File: src/rtl/retire_unit.sv
`default_nettype none
// ============================================================================
// Module   : retire_unit
// Purpose  : In-order ROB retirement with a map-table commit port, a free-list
//            return port, and a mispredict flush/redirect sequence.
// Options  : RETIRE_UNIT_STATS_EN builds the retired/mispredict counters.
// Revision : 1.0 - initial release
// ============================================================================
module retire_unit #(
   parameter int ARCH_REGS    = 64,
   parameter int PHYS_REGS    = 128,
   parameter int COMMIT_WIDTH = 2,
   parameter int FLUSH_CYCLES = 2
) (
   input  logic                                                clock,
   input  logic                                                reset,
   input  logic [COMMIT_WIDTH-1:0]                             rob_valid_i,
   input  logic [COMMIT_WIDTH-1:0]                             rob_complete_i,
   input  logic [COMMIT_WIDTH-1:0]                             rob_has_dest_i,
   input  logic [COMMIT_WIDTH-1:0]                             rob_mispred_i,
   input  logic [COMMIT_WIDTH-1:0][$clog2(ARCH_REGS)-1:0]      rob_arch_i,
   input  logic [COMMIT_WIDTH-1:0][$clog2(PHYS_REGS)-1:0]      rob_new_phys_i,
   input  logic [COMMIT_WIDTH-1:0][$clog2(PHYS_REGS)-1:0]      rob_old_phys_i,
   input  logic [COMMIT_WIDTH-1:0][31:0]                       rob_target_i,
   output logic [COMMIT_WIDTH-1:0]                             retire_o,
   output logic [COMMIT_WIDTH-1:0]                             commit_valid_o,
   output logic [COMMIT_WIDTH-1:0][$clog2(ARCH_REGS)-1:0]      commit_arch_o,
   output logic [COMMIT_WIDTH-1:0][$clog2(PHYS_REGS)-1:0]      commit_phys_o,
   output logic [COMMIT_WIDTH-1:0]                             free_valid_o,
   output logic [COMMIT_WIDTH-1:0][$clog2(PHYS_REGS)-1:0]      free_phys_o,
   output logic                                                flush_o,
   output logic [31:0]                                         redirect_pc_o,
   output logic [31:0]                                         retired_count_o,
   output logic [31:0]                                         mispred_count_o
);

   localparam int AR = $clog2(ARCH_REGS);
   localparam int PR = $clog2(PHYS_REGS);
   localparam logic [3:0] c_FLUSH_LOAD = 4'(FLUSH_CYCLES - 1);

   typedef enum logic [0:0] {
      S_RUN   = 1'b0,
      S_FLUSH = 1'b1
   } state_t;

   state_t                          r_state;
   state_t                          w_state_nxt;
   logic [3:0]                      r_flush_cnt;
   logic [3:0]                      w_flush_cnt_nxt;

   logic [COMMIT_WIDTH-1:0]         w_retire;
   logic [COMMIT_WIDTH-1:0]         w_commit;
   logic                            w_mispred;
   logic [31:0]                     w_redirect;
   logic [COMMIT_WIDTH-1:0][AR-1:0] w_commit_arch;
   logic [COMMIT_WIDTH-1:0][PR-1:0] w_commit_phys;
   logic [COMMIT_WIDTH-1:0][PR-1:0] w_free_phys;

   // Prefix rule: a slot retires only if every older slot retired and none
   // of them was a mispredicted branch.
   always_comb begin : b_retire
      logic v_ok;
      w_retire = '0;
      v_ok     = (r_state == S_RUN);
      for (int i = 0; i < COMMIT_WIDTH; i++) begin
         w_retire[i] = v_ok & rob_valid_i[i] & rob_complete_i[i];
         v_ok        = w_retire[i] & ~rob_mispred_i[i];
      end
   end

   assign retire_o = w_retire;

   always_comb begin
      w_mispred     = 1'b0;
      w_redirect    = '0;
      w_commit      = '0;
      w_commit_arch = '0;
      w_commit_phys = '0;
      w_free_phys   = '0;
      for (int i = 0; i < COMMIT_WIDTH; i++) begin
         if (w_retire[i] && rob_mispred_i[i]) begin
            w_mispred  = 1'b1;
            w_redirect = rob_target_i[i];
         end
         w_commit[i] = w_retire[i] & rob_has_dest_i[i] & (rob_arch_i[i] != '0);
         if (w_commit[i]) begin
            w_commit_arch[i] = rob_arch_i[i];
            w_commit_phys[i] = rob_new_phys_i[i];
            w_free_phys[i]   = rob_old_phys_i[i];
         end
      end
   end

   always_comb begin
      w_state_nxt     = r_state;
      w_flush_cnt_nxt = r_flush_cnt;
      case (r_state)
         S_RUN: begin
            if (w_mispred) begin
               w_state_nxt     = S_FLUSH;
               w_flush_cnt_nxt = c_FLUSH_LOAD;
            end
         end
         S_FLUSH: begin
            if (r_flush_cnt == 4'd0) begin
               w_state_nxt = S_RUN;
            end else begin
               w_flush_cnt_nxt = r_flush_cnt - 4'd1;
            end
         end
         default: begin
            w_state_nxt     = S_RUN;
            w_flush_cnt_nxt = 4'd0;
         end
      endcase
   end

   always_ff @(posedge clock) begin
      if (reset) begin
         r_state     <= S_RUN;
         r_flush_cnt <= 4'd0;
      end else begin
         r_state     <= w_state_nxt;
         r_flush_cnt <= w_flush_cnt_nxt;
      end
   end

   // Unretired slots register zeros so an idle edge leaves every output at 0.
   always_ff @(posedge clock) begin
      if (reset) begin
         commit_valid_o <= '0;
         commit_arch_o  <= '0;
         commit_phys_o  <= '0;
         free_valid_o   <= '0;
         free_phys_o    <= '0;
         flush_o        <= 1'b0;
         redirect_pc_o  <= '0;
      end else begin
         commit_valid_o <= w_commit;
         commit_arch_o  <= w_commit_arch;
         commit_phys_o  <= w_commit_phys;
         free_valid_o   <= w_commit;
         free_phys_o    <= w_free_phys;
         flush_o        <= w_mispred;
         redirect_pc_o  <= w_redirect;
      end
   end

`ifdef RETIRE_UNIT_STATS_EN
   logic [31:0] r_retired_cnt;
   logic [31:0] r_mispred_cnt;
   logic [31:0] w_pop;

   always_comb begin
      w_pop = '0;
      for (int i = 0; i < COMMIT_WIDTH; i++) begin
         w_pop = w_pop + {31'd0, w_retire[i]};
      end
   end

   always_ff @(posedge clock) begin
      if (reset) begin
         r_retired_cnt <= '0;
         r_mispred_cnt <= '0;
      end else begin
         r_retired_cnt <= r_retired_cnt + w_pop;
         r_mispred_cnt <= r_mispred_cnt + {31'd0, w_mispred};
      end
   end

   assign retired_count_o = r_retired_cnt;
   assign mispred_count_o = r_mispred_cnt;
`else
   assign retired_count_o = '0;
   assign mispred_count_o = '0;
`endif

endmodule
`default_nettype wire

File: config.mk
export PLATFORM = sky130hd
export DESIGN_NAME = retire_unit
export DESIGN_NICKNAME = d
export VERILOG_FILES = /design/src/rtl/retire_unit.sv
export SDC_FILE = /design/constraint.sdc
export NUM_CORES = 1
export LEC_CHECK = 0
export CORE_ASPECT_RATIO = 0.9
export CORE_MARGIN = 1.5
export CORE_UTILIZATION = 30
export CTS_BUF_LIST = sky130_fd_sc_hd__clkbuf_8 sky130_fd_sc_hd__clkbuf_16
export DETAILED_ROUTE_END_ITERATION = 8
export GPL_ROUTABILITY_DRIVEN = 0
export PLACE_DENSITY = 0.75
export SLEW_MARGIN = 20
export SYNTH_ARGS = -nofsm -noshare
export SYNTH_HDL_FRONTEND = slang
export SYNTH_SLANG_ARGS = --single-unit
File: constraint.sdc
create_clock -name clock -period 2 [get_ports clock]
set_input_delay 0.5 -clock clock [delete_from_list [all_inputs] [get_ports clock]]
set_output_delay 0.5 -clock clock [all_outputs]
set_load 0.05 [all_outputs]
======== Word level (Yosys, flattened, before mapping) ========
Cells that the tools add are included.
storage, ports and cells
  register bits after elaboration ......... 80
  output and inout port bits .............. 143
  bits of input ports ..................... 114
operators by class
  reduce and logical (&&, ||, !) cells .... 8
  equality and inequality tests ........... 2
  bitwise logic cells ..................... 13
  multiplexer cells ....................... 10
  add/subtract/negate cells ............... 1
operators by type and width
  kind                                                                count
  32-bit two-way mux                                                  2
  6-bit nonzero test                                                  2
  1-bit bitwise AND                                                   9
  4-bit two-way mux                                                   2
  4-bit one-hot mux with 2 select lines                               1
  4-bit logical NOT                                                   1
  1-bit two-way mux                                                   4
  2-bit inequality test, second input constant                        2
  1-bit NOT                                                           4
  2-bit OR reduction                                                  2
  4-bit by 1-bit subtractor with 4-bit output, second input constant  1
  1-bit logical AND                                                   2
  1-bit one-hot mux with 2 select lines                               1
  2-bit AND reduction                                                 1

======== Longest topological paths before layout ========
Gate-level depths: netlist (run 1).
  depth after elaboration ................. 10
  mapped depth ............................ 5
  gate-level depth less buffers ........... 5

======== Least setup slack after synthesis (run 1) ========
OpenSTA, ideal clock, no wires.
  path type ............................... input to output
  start point ............................. input rob_complete_i[0]
  end point ............................... output retire_o[1]
  arrival time ............................ 1.998 ns
  buffers on the path ..................... 2
  path slack .............................. -0.498 ns
  stages on the path ...................... 4
  cell sequence ........................... and3b_1 -> buf_2 -> buf_1 -> and2_1
on the way
  cells in the longest elaborated chain, start to end .. 4
RTL lines
  what                            RTL line  RTL
  start, declared                 18        input logic [COMMIT_WIDTH-1:0] rob_complete_i,
  1-bit bitwise AND               66        w_retire[i] = v_ok & rob_valid_i[i] & rob_complete_i[i];
  named net retire_o[0]           25        output logic [COMMIT_WIDTH-1:0] retire_o,
  1-bit bitwise AND               67        v_ok = w_retire[i] & ~rob_mispred_i[i];
  1-bit bitwise AND (2 in a row)  66
  end, declared                   25
The timed path passes the listed nets, and every way through them passes these cells.

======== Worst setup path in the final report (run 1) ========
  start point ............................. register redirect_pc_o[30]
  end point ............................... output redirect_pc_o[30]
RTL lines
  what                    RTL line  RTL
  start, declared         32        output logic [31:0] redirect_pc_o,
  start signal, assigned  145       redirect_pc_o <= w_redirect;
No word-level cell between the ends.

==> impl_results.md, run 1 <==
* Status: finished clean
* Slowest cell on crit path: clkdlybuf4s50_1
* WS Path Type: reg -> out
* Setup Skew at between 0.003 and 0.004 ns
* GR Overflow Total at 0
* Initial Utilization at 30.9%
* DRC at 0
* Top-Level Pins at 257
* Worst R2R Setup Slack at 0.43 ns
* WP buf/inv at 1
* Antenna violation net count after detailed routing at 0
* Comb power frac at 18.3%
* YS warnings at 0
* Vias in the first global route at 2577
* Vias post-DR at between 2000 and 3000
* Synthesis-stage register bit count at 80
* DRT iter0 DRCs at ~130
* RR Endpoint: r_flush_cnt[0]
* Max-Cap Viols at 0
* Total power at about 4.1 mW
* WP data required at approximately 1.5 ns
* Hold WC Path Type: reg -> reg
* Largest area contributor in the netlist: dfxtp_1
* Final setup viols at 0
* CP cell instances: clkdlybuf4s50_1
* Fin crit period at 1.95 ns
* Clk buf depth at 2
* Sequential cell area at 1600 sq um
* Layout area overhead at 69.3%
* Pint at 2.99 mW
* Die Wd at 111 um
* WP depth at 1
* Clk_lat worst skew at 0.32 ns
* Clock Pin Slew Worst Setup and Hold Paths at 0.06 ns
* Register area share after synthesis at 50.7%
* Row count at 35
* Core Region at ~10000 sq um
* Post-synth top area share at slightly above 50%
* Tcrit/Tclk final at a little over nine tenths
* Post-synth ARST share at 0%
* Die area at 11200 sq um
* Multi-input gate area at 1180 sq um
* Hold path startpoint: r_flush_cnt[1]
* Initial antenna violation count at 0
* Switching share of power at between 20% and 30%
* CP Capture Type: primary output
* Buffers added on ports at 192
* Most frequent cells in the layout: clkdlybuf4s50_1 (171), dfxtp_1 (80), conb_1 (64), nor2_1 (41), a32oi_1 (32)
* CTS buffer count at 9
* Average cell area after synthesis at 10.1 sq um
* Peak supply drop at ~0.00043 V
* R2R depth at 5
* Pre-Repair DR Iteration Count at 4
* CP delay by family, top: buffers and inverters
* Largest stage delay on the critical path at between 0.8 and 0.9 ns
* Worst Hold End: r_flush_cnt[1]
* Startpoint Class: register
* Psw at approximately 1.1 mW
* Mapped Cells at roughly 310
* Worst hold slack at 0.533 ns
* Worst slew margin at 63.8%
* Fillers at between 900 and 1000
* Fin Setup TNS at 0 ns
* Clock power frac at about 42%
* Lkg Pwr at 2.26 nW
* WL final at around 9.7 mm
* CTS root buf: clkbuf_16
* Hold Violations, Final at 0
* Critical path arrival at 1.45 ns
* Commonest register cell after synthesis: dfxtp_1
* Slew Limit Fails at 0
* Commonest non-fill, non-tap cell in the layout: clkdlybuf4s50_1
* RSZ-0062 raised after global routing: false
* # hold bufs at CTS at 0
* Overall routing resource usage at 16.2%
* # H-tree levels at 3
* Max Fclk at 0.513 GHz
* Share of cells above drive strength 1 at 12.2%
* Clk sink count at 80
* Pin count of the biggest net entering global routing at 33
* CP Max Fanout at 1
* N_diodes at 0
* Post-DP HPWL at 7.42 mm
* Dominant cells by area after synthesis: dfxtp_1 (51%), buf_4 (16%), a32oi_1 (8.9%)
* Post-DR vias/cell at between 4 and 5
* Die Y at 100 um
* First-pass GRT wire length at 13.9 mm
* Worst Tran Pin Value at 0.542 ns
* Avg WL per Cell at 15.1 um
* Final nets at 621
* Worst r2r src: r_flush_cnt[0]
* Flop pwr share at 39.4%
* Synth unique cells at 36
* Total power divided by cell area at 771 nW/um^2
* CTS tree: built
* Post-synth EDFFs at 0
* Hold depth at 1
* Final instance area at 5350 sq um
* Syn Std Cell Area at 3160 sq um
* Placed inst area at 5010 sq um
==> registers in the layout, summed over array words and instances (netlist names) <==
| signal | count |
|---|---|
| commit_arch_o | 12 |
| commit_phys_o | 14 |
| flush_o | 1 |
| free_phys_o | 14 |
| free_valid_o | 2 |
| r_flush_cnt | 4 |
| r_state | 1 |
| redirect_pc_o | 32 |
==> final cells by class <==
cell class              instances  area share [%]
multi-input cells             201            22.0
repair buffers                204            38.4
clock buffers                   9            4.21
inverters                      10           0.701
well taps                     129            3.02
flip-flops and latches         80            29.9
clock inverters                 6            1.73
==> what timing repair did <==
item,in CTS,in global routing
setup endpoints to repair,2,5
gates resized for setup,5,5
pin swaps,2,0
buffers inserted,1,0
==> through the flow <==
step           util [%]  instances  setup WS, ns
2_1_floorplan         -        377        0.0258
3_3_place_gp       48.9        623        -0.133
3_5_place_dp       48.9        623        -0.164
4_1_cts            52.1        639        0.0146
5_1_grt            52.2        639       0.00722
6_report           52.2        639        0.0523
==> kinds of logic after synthesis <==
| logic type | after synthesis | synth area share [%] |
|---|---|---|
| adder cells (fa/ha/maj) | 1 | 0.396 |
| AND/OR/NAND/NOR | 94 | 17.7 |
| buffers and inverters | 96 | 19.7 |
| other | 1 | 0.119 |
| flip-flops | 80 | 50.7 |
| multiplexers | 1 | 0.317 |
| AO/OA/AOI/OAI | 41 | 11.1 |
==> metal layers <==
metal,wire length (um),vias up,GRT usage (%)
met3,776,4,4.35
met4,78,0,5.55
met5,0,-,0
met1,3830,1284,18.5
li1,-,1322,-
met2,5000,176,29.4
==> power by group through the flow <==
stage	clock network, mW	logic [mW]	registers, mW
floorplan	0	0.455	1.74
global placement	0	0.744	1.66
detailed placement	0	0.752	1.66
CTS	1.80	0.756	1.63
global route	1.86	0.785	1.63
finish	1.75	0.754	1.63
==> cell usage after synthesis, drive strengths merged (2+ instances only) <==
cell / instances
a21oi: 2
a32oi: 32
a41o: 2
and2: 21
and3: 2
and3b: 2
and4b: 2
buf: 73
clkbuf: 13
dfxtp: 80
inv: 10
nand2b: 2
nor2: 41
nor3: 2
nor3b: 14
or4: 2
==> worst max-delay path by stage <==
stage | slack [ns] | endpoint | startpoint
final | 0.05 | redirect_pc_o[30] | redirect_pc_o[30]
after global routing | 0.007 | free_phys_o[4] | free_phys_o[4]
after CTS | 0.01 | free_valid_o[0] | free_valid_o[0]
after detailed placement | -0.16 | free_phys_o[0] | rob_arch_i[1]
after global placement | -0.13 | free_phys_o[1] | rob_arch_i[1]
after floorplan | 0.03 | retire_o[1] | rob_complete_i[0]
Note: power is estimated with default switching activity, not from simulation.
==> run 2, diff against run 1 <==
==> constraint.sdc (replaced) <==
create_clock -name clock -period 2 [get_ports clock]
set_input_delay 0.4 -clock clock [delete_from_list [all_inputs] [get_ports clock]]
set_output_delay 0.4 -clock clock [all_outputs]
set_load 0.05 [all_outputs]
==> impl_results.md, run 2 (synthesis gave the netlist of run 1 again) <==
* Initial Utilization at 30.9%
* Worst Tran Pin Value at 0.552 ns
* Most frequent cells in the layout: clkdlybuf4s50_1 (190), dfxtp_1 (80), conb_1 (64), nor2_1 (41), a32oi_1 (32)
* Share of cells above drive strength 1 at 9.61%
* Top flop regs: redirect_pc_o: 32 flops, commit_phys_o: 14 flops, free_phys_o: 14 flops
* CTS tree: built
* Startpoint Class: input port
* Core Region at 10200 sq um
* CTS root buf: clkbuf_16
* WL final at 9.51 mm
* Avg WL per Cell at 14.9 um
* Buffers added on ports at 192
* Fin crit period at around 1.9 ns
* Final setup viols at 0
* First-pass GRT wire length at 14.2 mm
* Vias post-DR at 2778
* CP Capture Type: primary output
* # H-tree levels at 3
* Tcrit/Tclk final at 93.4%
* Lkg Pwr at around 2.1 nW
* Die Y at 100 um
* Peak supply drop at roughly 0.0004 V
* WS Path Type: in -> out
* Largest Register: redirect_pc_o
* Initial antenna violation count at 0
* Pin count of the biggest net entering global routing at 33
* GR Overflow Total at 0
* Layout area overhead at 68.9%
* WP data required at 1.60 ns
* Setup Skew at 0.0103 ns
* Final worst setup slack at 0.131 ns
* RR Endpoint: r_flush_cnt[1]
* Post-CTS setup buffer count at 0
* Post-DR vias/cell at about 4.3
* Total power at 3.94 mW
* Top-Level Pins at around 260
* Critical path arrival at 1.47 ns
* Hold Violations, Final at 0
* Worst slew margin at 63.1%
* Clk sink count at 80
* CP Capture Point: retire_o[1]
* Max Fclk at 0.535 GHz
* Worst r2r src: r_flush_cnt[0]
* Row count at 35
* Die Wd at 111 um
* Pre-Repair DR Iteration Count at 4
* RSZ-0062 raised after global routing: false
* CTS buffer count at 9
* Die area at 11200 sq um
* Max FFs per register at 32
* Commonest non-fill, non-tap cell in the layout: clkdlybuf4s50_1
* Worst R2R Setup Slack at 0.43 ns
* R2R depth at 5
* Hold depth at 2
* DRT iter0 DRCs at 114
* Util after Layout at 52.1%
* # hold bufs at CTS at 0
* Post-DP HPWL at a little over 7 mm
* Clk buf depth at 2
* Clock Pin Slew Worst Setup and Hold Paths at 0.07 ns
* Antenna violation net count after detailed routing at 0
* Vias in the first global route at roughly 2700
* Total power divided by cell area at between 700 and 800 nW/um^2
* DRC at 0
* Place WS at -0.0756 ns
* Hold WC Path Type: reg -> reg
* CP Max Fanout at 4
* Max-Cap Viols at 0
* Critical Path Source: rob_mispred_i[0]
* Slew Limit Fails at 0
* N_diodes at 0
* Status: finished clean
* Worst hold slack at 0.510 ns
* Final nets at between 600 and 700
* Overall routing resource usage at roughly 16%
* CTS resizes at 0
* Clk_lat worst skew at 0.32 ns
run 2: cell count changes in the layout (fill, tap and decap cells not counted), sizes merged, moves of 2 or more:
| cell | previous run | this run |
|---|---|---|
| bufinv | 2 | 0 |
| dlygate4sd2 | 3 | 0 |
| buf | 25 | 13 |
| clkinv | 0 | 2 |
| dlymetal6s2s | 5 | 0 |
| clkdlybuf4s50 | 171 | 190 |
run 2: critical path, stage by stage:
cell and delay [ns]:
clkdlybuf4s50_1 0.51, and3b_1 0.21, and2_1 0.19, buf_12 0.15
run 2: worst min-delay path by stage:
stage,slack (ns),startpoint,end
floorplan,0.47,r_flush_cnt[0],r_flush_cnt[0]
global placement,0.49,r_flush_cnt[0],r_flush_cnt[0]
detailed placement,0.50,r_flush_cnt[0],r_flush_cnt[0]
CTS,0.51,r_flush_cnt[0],r_flush_cnt[0]
global route,0.54,r_flush_cnt[0],r_flush_cnt[0]
finish,0.51,r_flush_cnt[0],r_flush_cnt[0]
run 2: area by class of cell:
cell class / count / area (sq um)
multi-input cells: 201 / 1170
inverters: 10 / 37.5
repair buffers: 203 / 2070
fillers: 926 / 4910
well taps: 129 / 161
clock inverters: 6 / 50.0
flip-flops and latches: 80 / 1600
clock buffers: 10 / 239
run 2: routing by layer:
metal	vias to the layer above	share of wire, %	global-route usage (%)
met3	12	7.8	4.83
met2	176	51	30.6
met5	-	0	0
met1	1266	39	17.6
li1	1324	-	-
met4	0	1.9	5.74
run 2: per-stage QoR:
stage / area, sq um / std cells / setup TNS, ns
2_1_floorplan: 3400 / 377 / 0
4_1_cts: 5340 / 639 / 0
3_3_place_gp: 5050 / 623 / -0.112
5_1_grt: 5340 / 639 / 0
6_report: 5340 / 639 / 0
3_5_place_dp: 5050 / 623 / -0.616
run 2: power breakdown:
part	total [mW]	internal (mW)	switching, mW
sequential	1.63	1.62	0.00851
combinational	0.755	0.286	0.469
clock	1.56	0.888	0.669
==> run 3, diff against run 2 <==
CTS_CLUSTER_DIAMETER = 100   (was default)
==> results of run 3 <==
The final DEF is identical to that of run 2; final timing and power are the same.
